`src/rtl/serial_rx_pkg.sv`:
```
// -----------------------------------------------------------------------------
// serial_rx_pkg
//   Shared definitions for the serial link receiver: default payload width,
//   number of leading MSB repeats the transmitter sends, bit-counter width and
//   the receiver FSM state type. Kept in one place so the frame length is
//   defined once for both ends of the link.
// -----------------------------------------------------------------------------
package serial_rx_pkg;

  localparam int DATA_W_DEF    = 32;  // payload width in bits
  localparam int LEAD_BITS_DEF = 1;   // extra leading copies of the MSB per frame
  localparam int CNT_W_DEF     = 6;   // must hold DATA_W + LEAD_BITS + 1

  // Frame length in sclk cycles with data_enable high.
  function automatic int frame_len(input int data_w, input int lead_bits);
    return data_w + lead_bits;
  endfunction

  typedef enum logic [1:0] {
    ST_SYNC  = 2'd0,  // after reset: wait for enable low before accepting a frame
    ST_IDLE  = 2'd1,  // between frames
    ST_SHIFT = 2'd2   // inside a frame, shifting sdi in
  } rx_state_e;

endpackage : serial_rx_pkg

```
`src/rtl/serial_rx.sv`:
```
// -----------------------------------------------------------------------------
// serial_rx
//   Receive end of the serial link. Deserialises sdi (MSB first) while
//   data_enable is high and presents the received word to the core through a
//   valid/ack handshake. Frames with the wrong bit count raise a one-cycle
//   frame_err pulse; a good frame that arrives while the previous word is
//   still unacknowledged is dropped and sets the sticky overrun flag.
//
// Ports
//   sclk        in   serial clock, all state on posedge
//   rst_n       in   asynchronous active-low reset
//   data_enable in   frame enable / chip select from the transmitter
//   sdi         in   serial data, MSB first
//   data_ack    in   core has consumed data_out
//   data_out    out  last good word, held until the next good frame loads
//   data_valid  out  data_out holds an unacknowledged word
//   frame_err   out  one-cycle pulse: frame ended with the wrong bit count
//   overrun     out  sticky: good frame arrived while data_valid was high
// -----------------------------------------------------------------------------
module serial_rx
  import serial_rx_pkg::*;
#(
  parameter int DATA_W    = DATA_W_DEF,
  parameter int LEAD_BITS = LEAD_BITS_DEF,
  parameter int CNT_W     = CNT_W_DEF
) (
  input  logic              sclk,
  input  logic              rst_n,
  input  logic              data_enable,
  input  logic              sdi,
  input  logic              data_ack,
  output logic [DATA_W-1:0] data_out,
  output logic              data_valid,
  output logic              frame_err,
  output logic              overrun
);

  localparam logic [CNT_W-1:0] FRAME_CNT = CNT_W'(frame_len(DATA_W, LEAD_BITS));
  localparam logic [CNT_W-1:0] CNT_ONE   = CNT_W'(1);

  rx_state_e         state, state_next;
  logic [CNT_W-1:0]  cnt;
  logic [DATA_W-1:0] shreg;

  logic shift_en;    // sample sdi into the shift register this edge
  logic cnt_start;   // first bit of a frame: counter restarts at 1
  logic frame_end;   // enable dropped while in a frame
  logic frame_good;
  logic frame_bad;
  logic ack_take;    // ack only counts against a word that is actually pending

  // ---------------------------------------------------------------------------
  // State register
  // ---------------------------------------------------------------------------
  // NOTE: sequential state uses non-blocking assignments so every register
  // samples pre-edge values, independent of block ordering.
  always_ff @(posedge sclk or negedge rst_n) begin
    if (!rst_n) state <= ST_SYNC;
    else        state <= state_next;
  end

  // ---------------------------------------------------------------------------
  // Next-state and control decode
  // ---------------------------------------------------------------------------
  // NOTE: every signal written here gets a default first; a missing branch
  // would otherwise infer a latch.
  always_comb begin
    state_next = state;
    shift_en   = 1'b0;
    cnt_start  = 1'b0;
    frame_end  = 1'b0;
    unique case (state)
      // A frame already in flight when reset released must not be received.
      ST_SYNC: begin
        if (!data_enable) state_next = ST_IDLE;
      end
      ST_IDLE: begin
        if (data_enable) begin
          state_next = ST_SHIFT;
          shift_en   = 1'b1;
          cnt_start  = 1'b1;
        end
      end
      ST_SHIFT: begin
        if (data_enable) begin
          shift_en = 1'b1;
        end else begin
          state_next = ST_IDLE;
          frame_end  = 1'b1;
        end
      end
      default: state_next = ST_SYNC;
    endcase
  end

  // The counter holds the bits of this frame excluding the enable-low sample.
  assign frame_good = frame_end && (cnt == FRAME_CNT);
  assign frame_bad  = frame_end && (cnt != FRAME_CNT);
  assign ack_take   = data_ack && data_valid;

  // ---------------------------------------------------------------------------
  // Datapath: shift register, bit counter, output word and flags
  // ---------------------------------------------------------------------------
  always_ff @(posedge sclk or negedge rst_n) begin
    if (!rst_n) begin
      shreg      <= '0;
      cnt        <= '0;
      data_out   <= '0;
      data_valid <= 1'b0;
      frame_err  <= 1'b0;
      overrun    <= 1'b0;
    end else begin
      // Only the last DATA_W bits survive, so the repeated MSB falls off the top.
      if (shift_en) shreg <= {shreg[DATA_W-2:0], sdi};

      // Saturate so an arbitrarily long frame can never alias to FRAME_CNT.
      if (cnt_start)                  cnt <= CNT_ONE;
      else if (shift_en && cnt != '1) cnt <= cnt + CNT_ONE;

      frame_err <= frame_bad;

      // An ack on the completing edge frees the slot before the new word lands.
      if (frame_good && (!data_valid || ack_take)) begin
        data_out   <= shreg;
        data_valid <= 1'b1;
      end else if (ack_take) begin
        data_valid <= 1'b0;
      end

      if (ack_take)                      overrun <= 1'b0;
      else if (frame_good && data_valid) overrun <= 1'b1;
    end
  end

endmodule : serial_rx
```
`config.mk`:
```
export PLATFORM = sky130hd
export DESIGN_NAME = serial_rx
export DESIGN_NICKNAME = d
export VERILOG_FILES = /design/src/rtl/serial_rx_pkg.sv /design/src/rtl/serial_rx.sv
export SDC_FILE = /design/constraint.sdc
export NUM_CORES = 1
export LEC_CHECK = 0
export ABC_AREA = 1
export ABC_CLOCK_PERIOD_IN_PS = 1700
export CAP_MARGIN = 10
export CORE_MARGIN = 2
export CORE_UTILIZATION = 35
export CTS_BUF_LIST = sky130_fd_sc_hd__clkbuf_4 sky130_fd_sc_hd__clkbuf_8
export CTS_CLUSTER_DIAMETER = 80
export CTS_CLUSTER_SIZE = 28
export DETAILED_ROUTE_END_ITERATION = 10
export PLACE_DENSITY = 0.65
export SYNTH_ARGS = -nofsm -noshare
export SYNTH_HDL_FRONTEND = slang
export SYNTH_SLANG_ARGS = --single-unit
```
`constraint.sdc`:
```
create_clock -name sclk -period 1.7 [get_ports sclk]
set_input_delay 0.425 -clock sclk [delete_from_list [all_inputs] [get_ports sclk]]
set_output_delay 0.425 -clock sclk [all_outputs]
set_load 0.02 [all_outputs]
```
======== Word level (Yosys, flattened, before mapping) ========
Cells that the tools add are included.
cells by class
  add/sub/neg operators ................... 1
  equal/unequal tests ..................... 7
  muxes and demuxes ....................... 14
  reductions and logical operators ........ 15
operator list
  operator             number
  $mux 6               2
  $ne 6x6->1 const B   2
  $mux 1               9
  $add 6x1->6 const B  1
  $eq 6x6->1 const B   1
  $logic_and 1x1->1    6
  $reduce_bool 2->1    3
  $mux 2               2
  $ne 2x2->1 const B   2
  $pmux 2 s2           1
  $reduce_or 2->1      2
  $eq 2x1->1 const B   1
  $eq 2x2->1 const B   1
  $logic_not 2->1      1
  $reduce_and 2->1     1
  $logic_not 1->1      1
  $logic_or 1x1->1     1
word-level totals
  bits in registers ....................... 75
  input port bits ......................... 5
  output and inout bits ................... 35
  word-level logic and storage cells ...... 44

======== Depth between registers and ports, before layout ========
Gate-level depths: netlist of the first run.
  depth in word-level cells ............... 6
  gate-level depth with buffers ........... 9
  mapped depth without buffers ............ 7

======== Least setup slack after synthesis of the first run ========
Ideal clock, no wire load.
  path kind ............................... register -> register
  from .................................... reg state[0]
  to ...................................... reg shreg[10]
  setup time .............................. 0.083 ns
  arrival ................................. 1.380 ns
  data required time ...................... 1.617 ns
  setup slack ............................. 0.237 ns
  stages on the path, launching flop included .. 8
  path buffers ............................ 2
  clock period less this slack ............ 1.463 ns
  cell sequence ........................... dfrtp_1 inv_1 ha_1 nand2_1 buf_2 clkbuf_1 nand2_1 o21ai_0
on the way
  longest elaborated chain between the ends .. 3
  elaborated cells on any way between the ends .. 4
  those cells by class .................... 2 x eq/ne; 1 x mux; 1 x reduce/logical
RTL lines
  item                                             RTL line          source
  start, declared                                  serial_rx.sv:41   rx_state_e state, state_next;
  start signal, assigned                           serial_rx.sv:59   else state <= state_next;
  $eq 2x2->1 / $eq 2x1->1 (equally long branches)  serial_rx.sv:72   unique case (state)
  $reduce_or 2->1 (no source line) *               n/a
  $mux 1 *                                         n/a
  end signal, assigned                             serial_rx.sv:114  if (shift_en) shreg <= {shreg[DATA_W-2:0], sdi};
  end, declared                                    serial_rx.sv:43   logic [DATA_W-1:0] shreg;
Mark *: on every way between the ends. The rest lies on a longest branch, timed or not.
A chain may end at the register's enable or synchronous reset.

======== Worst setup path after layout of the first run ========
  from .................................... reg state[0]
  to ...................................... reg data_out[31]
on the way
  longest elaborated chain between the ends .. 4
RTL lines
  item                  RTL line          source
  $eq 2x2->1            serial_rx.sv:72
  $mux 1                serial_rx.sv:72
  $logic_and 1x1->1     serial_rx.sv:97   assign frame_good = frame_end && (cnt == FRAME_CNT);
  $logic_and 1x1->1     serial_rx.sv:123  if (frame_good && (!data_valid || ack_take)) begin
  end signal, assigned  serial_rx.sv:124  data_out <= shreg;
  end, declared         serial_rx.sv:32   output logic [DATA_W-1:0] data_out,
Every way passes these cells.

==> metrics.md, run 1 <==
| Metric | Value |
|---|---|
| Run status | finished, final reports clean |
| Distinct cells, synth | 24 |
| Critical path data required time | 1.94 ns |
| First-pass GRT wire length | 9.64 mm |
| Worst hold slack | 0.00946 ns |
| PortBufs | 39 |
| Flops & latches, synth | 75 |
| Layout area overhead | 22.3% |
| Post-route ant nets | 0 |
| Vias in the first global route | 2154 |
| Mean Syn Cell Area | 9.73 um2 |
| Max Slew Vio Count | 0 |
| Clk_lat worst skew | 0.35 ns |
| Worst slew margin | 71.1% |
| Hold Fails Final Rpt | 0 |
| Clock tree buffer depth | 2 |
| Power Density | 1180 nW/um2 |
| Reg2reg setup slack | 0.12 ns |
| Part of the Yosys area used for sequential elements | 59.7% |
| Hpwl dp | 3.62 mm |
| Routed vias | 2205 |
| Largest net degree at the start of global routing | 65 |
| I/O Pins | 40 |
| Post-Layout Cell Count | 480 |
| Util after Layout | 44.1% |
| Gate count of the mapped netlist | 323 |
| Drt first pass iters | 4 |
| Fin crit share | 92.8% |
| Clk slew on worst S/H paths | 0.08 ns |
| Max Fclk | 0.634 GHz |
| Setup tns final | 0 ns |
| CP Data Arrival Time | 1.82 ns |
| CP Class | register to register |
| Critical path endpoint category | register |
| Reg-to-Reg End | data_out[31] |
| # DRC | 0 |
| RSZ-0062 raised after global routing | no |
| Min Tclk post-route | 1.58 ns |
| GPL Wtd Cong | 0.826 |
| Final setup violation count | 0 |
| Die W | 98.8 um |
| Clock skew | 0.00864 ns |
| CTS Buf Count | 9 |
| R2R depth | 8 |
| Syn nets | 335 |
| Cells after DPL | 462 |
| DIE HEIGHT | 98.8 um |
| Clock root buffer | clkbuf_8 |
| ANT cells | 0 |
| Leak pwr | 1.92 nW |
| Startpoint types | register |
| Final worst slack | 0.122 ns |
| Pre-CTS worst setup slack | 0.00519 ns |
| Wire per inst | 12.2 um |
| Drt total wl | 5.84 mm |
| Peak ir drop on the vdd network | 0.000785 V |
| Core Box Area | 8720 um2 |
| Die area | 9760 um2 |
| Mapped cell area | 3140 um2 |
| GRT Total Usage | 12.1% |
| Layout cells sized above 1 | 14.8% |
| MaxCap Viol Count | 0 |
| H-Tree Depth | 3 |
| Nets@finish | 379 |
| Iter 0 DRT Violations | 57 |
| Least-Margin Pin Slew | 0.434 ns |
| Site row count | 34 |
| Post-CTS setup buffer count | 0 |
| YS warnings | 0 |
| Initial Util | 36.1% |
| Maximum fanout along the worst path | 32 |
| GRT overflow | 0 |
| HP Class | primary input to asynchronous set/reset pin |
| Via/cell ratio | 4.59 |
| CTS tree | built |
| Clk sink count | 75 |
| Worst r2r src | state[0] |
| Initial antenna violation count | 0 |
power by group:
part | leakage (nW) | internal, mW | switching, mW
registers | 1.02 | 2.05 | 0.170
logic | 0.806 | 0.352 | 0.702
clock network | 0.0935 | 0.592 | 0.675
total | 1.92 | 2.99 | 1.55
registers in the layout, indices dropped and copies added, names as in the netlist:
name        flops
data_out       32
shreg          32
cnt             6
state           2
data_valid      1
frame_err       1
overrun         1
area by class of cell:
class	instances	area, um2
clock inverters	5	35.0
clock buffers	11	145
multi-input cells	190	1010
fillers	857	4880
well taps	108	135
inverters	44	165
repair buffers	47	475
flip-flops and latches	75	1880
worst max path at each step:
stage / start / end / cells past startpoint
detailed placement: data_ack / data_out[20] / 7
global placement: data_enable / cnt[5] / 7
finish: state[0] / data_out[31] / 8
global route: state[0] / data_out[20] / 8
CTS: state[0] / data_out[31] / 8
floorplan: state[0] / shreg[10] / 7
worst max-delay path, stage by stage, from the launching register on:
cell and delay, ns:
dfrtp_1 0.42, inv_1 0.12, ha_1 0.18, inv_1 0.07, nor2_2 0.15, nand3_4 0.15
buf_12 0.21, nand2_1 0.09, o21ai_2 0.05
what timing repair did:
item	CTS	global route
hold buffers	0	0
gates cloned	0	2
resized for setup	35	2
endpoints found under the setup margin	35	10
cells by family (layout without fill, tap and decap cells):
group,after synthesis,in the layout,share of synthesized area [%]
AO/OA/AOI/OAI,70,70,14.0
buffers and inverters,58,107,8.52
flip-flops,75,75,59.7
XOR/XNOR,2,2,0.557
adder cells (fa/ha/maj),7,7,2.79
AND/OR/NAND/NOR,111,111,14.4
cells in the mapped netlist, drive strengths merged:
cell type | number | area share, %
xnor2 | 1 | 0.28
or2 | 1 | 0.20
o21ai | 65 | 13
a21boi | 1 | 0.24
nor3 | 1 | 0.16
xor2 | 1 | 0.28
a21oi | 3 | 0.48
nand4 | 2 | 0.40
nor2 | 11 | 1.7
buf | 9 | 2.6
nand2 | 88 | 11
ha | 7 | 2.8
inv | 44 | 5.3
dfrtp | 75 | 60
clkbuf | 5 | 0.64
nand3 | 8 | 1.4
o21bai | 1 | 0.24
metal layers:
metal | track usage [%] | wire length, um | vias up | share of wire [%]
li1 | - | - | 1103 | -
met1 | 15.4 | 2780 | 1044 | 48
met2 | 19.8 | 2710 | 51 | 46
met3 | 3.90 | 281 | 7 | 4.8
met4 | 3.48 | 73 | 0 | 1.2
met5 | 0 | 0 | - | 0
cells in the final DEF (no fill, tap or decap), types with 4 or more instances in the layout:
master | Yosys | routed
dlygate4sd2_1 | 0 | 35
nand3_1 | 7 | 7
buf_12 | 0 | 4
o21ai_1 | 9 | 9
nor2_1 | 8 | 7
dfrtp_1 | 75 | 75
ha_1 | 7 | 7
nand2_1 | 88 | 87
o21ai_2 | 23 | 23
clkbuf_8 | 0 | 10
o21ai_0 | 33 | 33
inv_1 | 44 | 44
stage by stage:
| stage | power, mW | cell area, um2 |
|---|---|---|
| 2_1_floorplan | 3.01 | 3140 |
| 3_3_place_gp | 3.27 | 3660 |
| 3_5_place_dp | 3.31 | 3660 |
| 4_1_cts | 4.59 | 3800 |
| 5_1_grt | 4.84 | 3840 |
| 6_report | 4.54 | 3840 |
(Power assumes the default switching activity.)
==> run 2: changes to the inputs <==
- CTS_CLUSTER_SIZE: 28 -> unset
==> results of run 2 <==
The final DEF is identical to that of run 1; final timing and power are the same.
